**src/rtl/sb_cfg_pkg.sv**
```systemverilog
`default_nettype none
// ============================================================================
// Module      : sb_cfg_pkg
// Description : Shared types and address-field constants for the switch-box
//               configuration sequencer.
// Revision    : 1.0 - initial release
// ============================================================================
package sb_cfg_pkg;

    typedef enum logic [2:0] {
        ST_IDLE   = 3'd0,
        ST_APPLY  = 3'd1,
        ST_READ   = 3'd2,
        ST_RESP   = 3'd3,
        ST_SETTLE = 3'd4
    } sb_cfg_state_t;

    // Config-bus address layout: [31:16] tile ID, [7:0] register index
    localparam int TILE_LSB  = 16;
    localparam int TILE_W    = 16;
    localparam int REG_IDX_W = 8;

    typedef struct packed {
        logic [31:0] data;
        logic        err;
    } sb_cfg_rsp_t;

endpackage
`default_nettype wire

```
**src/rtl/sb_cfg_settle_cnt.sv**
```systemverilog
`default_nettype none
// ============================================================================
// Module      : sb_cfg_settle_cnt
// Description : 4-bit load/decrement counter timing the post-config settle
//               window of the switch-box clock enable.
// Revision    : 1.0 - initial release
// ============================================================================
module sb_cfg_settle_cnt (
    input  logic       clk,
    input  logic       reset_n,
    input  logic       load,
    input  logic [3:0] load_val,
    input  logic       dec,
    output logic       done
);

    logic [3:0] r_count;

    always_ff @(posedge clk or negedge reset_n) begin
        if (!reset_n) begin
            r_count <= 4'd0;
        end else if (load) begin
            r_count <= load_val;
        end else if (dec && (r_count != 4'd0)) begin
            r_count <= r_count - 4'd1;
        end
    end

    // High when the decrement taken this cycle brings the count to zero
    assign done = (r_count <= 4'd1);

endmodule
`default_nettype wire

```
**src/rtl/sb_cfg_ctrl.sv**
```systemverilog
`default_nettype none
// ============================================================================
// Module      : sb_cfg_ctrl
// Description : Config-bus to switch-box configuration sequencer with clock
//               gating of the SB datapath during and after configuration.
//               Optional write readback verify: SB_CFG_READBACK_VERIFY_EN.
// Revision    : 1.0 - initial release
// ============================================================================
module sb_cfg_ctrl
    import sb_cfg_pkg::*;
#(
    parameter logic [15:0] TILE_ID       = 16'h0000,
    parameter int          NUM_REGS      = 1,
    parameter int          SETTLE_CYCLES = 2
) (
    input  logic        clk,
    input  logic        reset_n,
    input  logic        cfg_req_valid,
    output logic        cfg_req_ready,
    input  logic        cfg_req_write,
    input  logic [31:0] cfg_req_addr,
    input  logic [31:0] cfg_req_data,
    output logic        cfg_rsp_valid,
    input  logic        cfg_rsp_ready,
    output logic [31:0] cfg_rsp_data,
    output logic        cfg_rsp_err,
    input  logic        stall_req,
    output logic [31:0] sb_config_addr,
    output logic [31:0] sb_config_data,
    output logic        sb_config_en,
    input  logic [31:0] sb_read_data,
    output logic        sb_clk_en,
    output logic        busy
);

    localparam logic [REG_IDX_W:0] c_num_regs = NUM_REGS[REG_IDX_W:0];
    localparam logic [3:0]         c_settle   = SETTLE_CYCLES[3:0];

    sb_cfg_state_t r_state;
    sb_cfg_state_t w_next_state;
    logic [31:0]   r_addr;
    logic [31:0]   r_data;
    logic          r_is_write;
    sb_cfg_rsp_t   r_rsp;
    logic          r_clk_en;

    logic w_req_fire;
    logic w_tile_hit;
    logic w_idx_ok;
    logic w_accept;
    logic w_rsp_fire;
    logic w_settle_done;

    assign w_req_fire = cfg_req_valid & cfg_req_ready;
    assign w_tile_hit = (cfg_req_addr[TILE_LSB +: TILE_W] == TILE_ID);
    assign w_idx_ok   = ({1'b0, cfg_req_addr[REG_IDX_W-1:0]} < c_num_regs);
    assign w_accept   = w_req_fire & w_tile_hit;
    assign w_rsp_fire = cfg_rsp_valid & cfg_rsp_ready;

    sb_cfg_settle_cnt u_settle_cnt (
        .clk      (clk),
        .reset_n  (reset_n),
        .load     (w_rsp_fire),
        .load_val (c_settle),
        .dec      (r_state == ST_SETTLE),
        .done     (w_settle_done)
    );

    always_ff @(posedge clk or negedge reset_n) begin
        if (!reset_n) begin
            r_state <= ST_IDLE;
        end else begin
            r_state <= w_next_state;
        end
    end

    always_comb begin
        w_next_state = r_state;
        unique case (r_state)
            ST_IDLE, ST_SETTLE: begin
                // A matching request pre-empts any settle countdown in progress
                if (w_accept) begin
                    if (!w_idx_ok) begin
                        w_next_state = ST_RESP;
                    end else if (cfg_req_write) begin
                        w_next_state = ST_APPLY;
                    end else begin
                        w_next_state = ST_READ;
                    end
                end else if ((r_state == ST_SETTLE) && w_settle_done) begin
                    w_next_state = ST_IDLE;
                end
            end
            ST_APPLY: begin
`ifdef SB_CFG_READBACK_VERIFY_EN
                w_next_state = ST_READ;
`else
                w_next_state = ST_RESP;
`endif
            end
            ST_READ: begin
                w_next_state = ST_RESP;
            end
            ST_RESP: begin
                if (cfg_rsp_ready) begin
                    w_next_state = (SETTLE_CYCLES == 0) ? ST_IDLE : ST_SETTLE;
                end
            end
            default: begin
                w_next_state = ST_IDLE;
            end
        endcase
    end

    always_comb begin
        cfg_req_ready = 1'b0;
        cfg_rsp_valid = 1'b0;
        sb_config_en  = 1'b0;
        busy          = 1'b1;
        case (r_state)
            ST_IDLE: begin
                cfg_req_ready = 1'b1;
                busy          = 1'b0;
            end
            ST_SETTLE: cfg_req_ready = 1'b1;
            ST_APPLY:  sb_config_en  = 1'b1;
            ST_RESP:   cfg_rsp_valid = 1'b1;
            default: ;
        endcase
    end

    always_ff @(posedge clk or negedge reset_n) begin
        if (!reset_n) begin
            r_addr     <= 32'd0;
            r_data     <= 32'd0;
            r_is_write <= 1'b0;
            r_rsp      <= '0;
        end else begin
            if (w_accept) begin
                r_addr     <= cfg_req_addr;
                r_data     <= cfg_req_data;
                r_is_write <= cfg_req_write;
                if (!w_idx_ok) begin
                    r_rsp.data <= 32'd0;
                    r_rsp.err  <= 1'b1;
                end
            end
`ifndef SB_CFG_READBACK_VERIFY_EN
            if (r_state == ST_APPLY) begin
                r_rsp.data <= r_data;
                r_rsp.err  <= 1'b0;
            end
`endif
            // Reads never flag an error; writes only reach here for verify
            if (r_state == ST_READ) begin
                r_rsp.data <= sb_read_data;
                r_rsp.err  <= r_is_write & (sb_read_data != r_data);
            end
        end
    end

    always_ff @(posedge clk or negedge reset_n) begin
        if (!reset_n) begin
            r_clk_en <= 1'b0;
        end else begin
            r_clk_en <= (w_next_state == ST_IDLE) & ~stall_req;
        end
    end

    assign cfg_rsp_data   = r_rsp.data;
    assign cfg_rsp_err    = r_rsp.err;
    assign sb_config_addr = r_addr;
    assign sb_config_data = r_data;
    assign sb_clk_en      = r_clk_en;

endmodule
`default_nettype wire

```
**config.mk**
```make
export PLATFORM = sky130hd
export DESIGN_NAME = sb_cfg_ctrl
export DESIGN_NICKNAME = d
export VERILOG_FILES = /design/src/rtl/sb_cfg_pkg.sv /design/src/rtl/sb_cfg_settle_cnt.sv /design/src/rtl/sb_cfg_ctrl.sv
export SDC_FILE = /design/constraint.sdc
export NUM_CORES = 1
export LEC_CHECK = 0
export CORE_MARGIN = 4
export CORE_UTILIZATION = 38
export CTS_CLUSTER_DIAMETER = 150
export DETAILED_ROUTE_END_ITERATION = 12
export GPL_ROUTABILITY_DRIVEN = 0
export HOLD_SLACK_MARGIN = 0.02
export PLACE_DENSITY = 0.74
export SYNTH_ARGS = -nofsm -noshare
export SYNTH_HDL_FRONTEND = slang
export SYNTH_SLANG_ARGS = --single-unit
export TNS_END_PERCENT = 30
```
**constraint.sdc**
```tcl
create_clock -name clk -period 1.6 [get_ports clk]
set_clock_uncertainty 0.1 [all_clocks]
set_input_delay 0.24 -clock clk [delete_from_list [all_inputs] [get_ports clk]]
set_output_delay 0.24 -clock clk [all_outputs]
set_load 0.02 [all_outputs]
```
==> run metrics <==
status finished with violations; failing checks negative setup slack; Site Rows 39; vias per std cell between 5 and 6; initial cell density of the core roughly two fifths; H-tree depth 3; post-synth cell types 36; DRT iter0 DRCs 267; Synth Cell Area between 0.004 and 0.005 mm^2; maximum number of pins on one net before global-route repair 55; Worst-path clk slew around 0.07 ns; HPWL after DPL 10500 um; die span in y 118 um; RSZ-0062 raised after global routing yes; total power between 8 and 9 mW; Final Critical Period around 1.8 ns; drt wl/cell 19.5 um; Slew @ Worst Pin about 0.46 ns; I/O pins roughly 200; clk buf depth 2; type of the worst setup path register to register; relative slew slack between 60% and 70%; Nets approximately 720; Static Leakage 4.30 nW; commonest cells after routing, fill and taps aside dfrtp_1 (104), dlygate4sd2_1 (102), clkdlybuf4s50_1 (93), buf_4 (51), mux2_4 (39); final WL approximately 15000 um; setup TNS -16.77 ns; part of the Yosys area used for sequential elements a little under three fifths; Area Overhead vs Synth 71.2%; DRC Markers 0; Slew Limit Fails 0; flops & latches, synth 106; fmax approximately 540 MHz; I/O Buffers a little over 200; Initial DRT Pass Iterations 4; CTS tree done; Worst Hold Class input port to async pin; ANT nets after route 0; Finish-stage setup viols between 80 and 90; endpoint class of the critical path register; total clock sinks around 110; total of max-cap violations 0; Gate Count Post-Synth around 350; yosys warns 0; Power Density approximately 1100 mW/mm^2; Crit Path Max Fanout 30; commonest non-fill, non-tap cell in the layout dfrtp_1; syn avg cell area 13.3 um^2; first-pass GRT wire length around 23000 um; root buf cell clkbuf_16; share of the synthesized area in the top cell type roughly 57%; die area between 0.01 and 0.015 mm^2; Area contributors post-synth dfrtp_1 (57%), mux2_1 (12%), a22o_1 (6.1%); Startpoint Class register; maximum resistive drop on vdd a little over 700 uV; post-route setup slack -0.244 ns; CP required 1.73 ns; vias in the first global route about 4400; final core occ 67.8%; leading area contributor after synthesis dfrtp_1; CP arrival 1.97 ns; area of the core about 0.012 mm^2; vias 3860; CTS Buf Count 9; GRT Total Usage 20.8%; clk_lat worst skew about 0.34 ns; initial antenna violation count 0; Hold Violations, Final 0; DP Area 0.00724 mm^2; GRT Residual Overflow 0; layout cells sized above 1 23.5%; diodes inserted 0; Synth Net Count ~450; post-route cell area 0.00790 mm^2; worst slack, placed -0.812 ns; Final Cycle Share 115%; die width roughly 120 um
## Yosys cell counts
library cell,instances
inv_1,3
nor2_1,5
and2_1,1
buf_4,4
a21oi_1,1
o311a_1,1
mux2_1,49
nor2_4,1
nor4_1,7
xnor2_1,18
buf_2,9
mux2_2,1
and3_1,2
nor4_2,1
o311ai_0,1
nor4b_1,1
nand3_1,6
or3_1,1
o21ai_1,2
dfrtp_1,106
nand2b_1,1
nor3b_4,1
a22o_1,32
or4_1,1
clkbuf_1,3
nand4_1,4
buf_1,1
xor2_1,17
nor2b_1,18
a21o_1,33
o21ai_0,1
nor3_1,6
nand2_1,5
nor2_2,1
ha_1,3
a211oi_2,1
## layer usage
| metal | routed length (um) | track usage (%) | up-vias |
|---|---|---|---|
| met3 | 1020 | 6.78 | 14 |
| met1 | 6160 | 26.7 | 1921 |
| met5 | 0 | 0 | - |
| met4 | 184 | 5.27 | 0 |
| met2 | 7510 | 34.2 | 134 |
| li1 | - | - | 1791 |
## worst paths after layout
| check | start | to | slack [ns] | cells after the start |
|---|---|---|---|---|
| max in group asynchronous | reset_n | sb_config_data[6] | 0.79 | 3 |
| min in group clk | stall_req | sb_clk_en | 0.35 | 2 |
| max | r_state[0] | cfg_rsp_data[29] | -0.24 | 9 |
| min | reset_n | sb_config_addr[2] | 0.35 | 3 |
| min reg2reg | cfg_rsp_data[12] | cfg_rsp_data[12] | 0.37 | 1 |
| max reg2reg | r_state[0] | cfg_rsp_data[29] | -0.24 | 9 |
## area by class of cell
| class | count | area (um^2) |
|---|---|---|
| Multi-Input combinational cell | 222 | 2090 |
| Fill cell | 892 | 3760 |
| Inverter | 3 | 11.3 |
| Timing Repair Buffer | 275 | 2710 |
| Clock buffer | 11 | 233 |
| Tap cell | 143 | 179 |
| Sequential cell | 106 | 2660 |
| Clock inverter | 4 | 20.0 |
## timing repair
item | 4_1_cts | 5_1_grt
hold buffers | 1 | 0
pin swaps | 8 | 9
endpoints found under the setup margin | 204 | 109
cloned | 2 | 3
setup buffers | 10 | 4
hold endpoints to repair | 106 | 0
resized for setup | 162 | 23
## where the power goes
group          internal (mW)  switching [mW]
registers               3.08           0.255
clock network           1.04           0.922
logic                   1.70            1.86
## stage by stage
| stage | hold WS, ns | instances |
|---|---|---|
| 6_report | 0.349 | 764 |
| 5_1_grt | 0.349 | 764 |
| 3_3_place_gp | 0.164 | 729 |
| 2_1_floorplan | -0.156 | 348 |
| 4_1_cts | 0.346 | 757 |
| 3_5_place_dp | 0.170 | 729 |
## critical path, stage by stage (launching register included)
cell and delay (ns):
dfrtp_2 0.43, buf_6 0.13, nor2_4 0.09, nand3_2 0.09, nor2_4 0.16, buf_12 0.16
buf_12 0.12, a211oi_4 0.07, buf_12 0.18, a21o_1 0.19
## flip-flops by register name (all words and copies together) (netlist names)
signal / cells
sb_config_data: 32
sb_config_addr: 32
sb_clk_en: 1
u_settle_cnt.r_count: 4
cfg_rsp_data: 32
r_is_write: 1
r_state: 3
cfg_rsp_err: 1
## cell families (layout without fill, tap and decap cells)
kind of cell / Yosys count / after routing / synth area share [%]
DFF: 106 / 106 / 57.5
AOI/OAI and AO/OA: 72 / 72 / 12.6
and+or+nand+nor: 62 / 62 / 8.13
muxes: 50 / 50 / 12.2
xor gates and xnor gates: 35 / 35 / 6.64
buffers and inverters: 20 / 293 / 2.20
adders and majority gates: 3 / 3 / 0.813
Power figures use the tool's default switching activity.
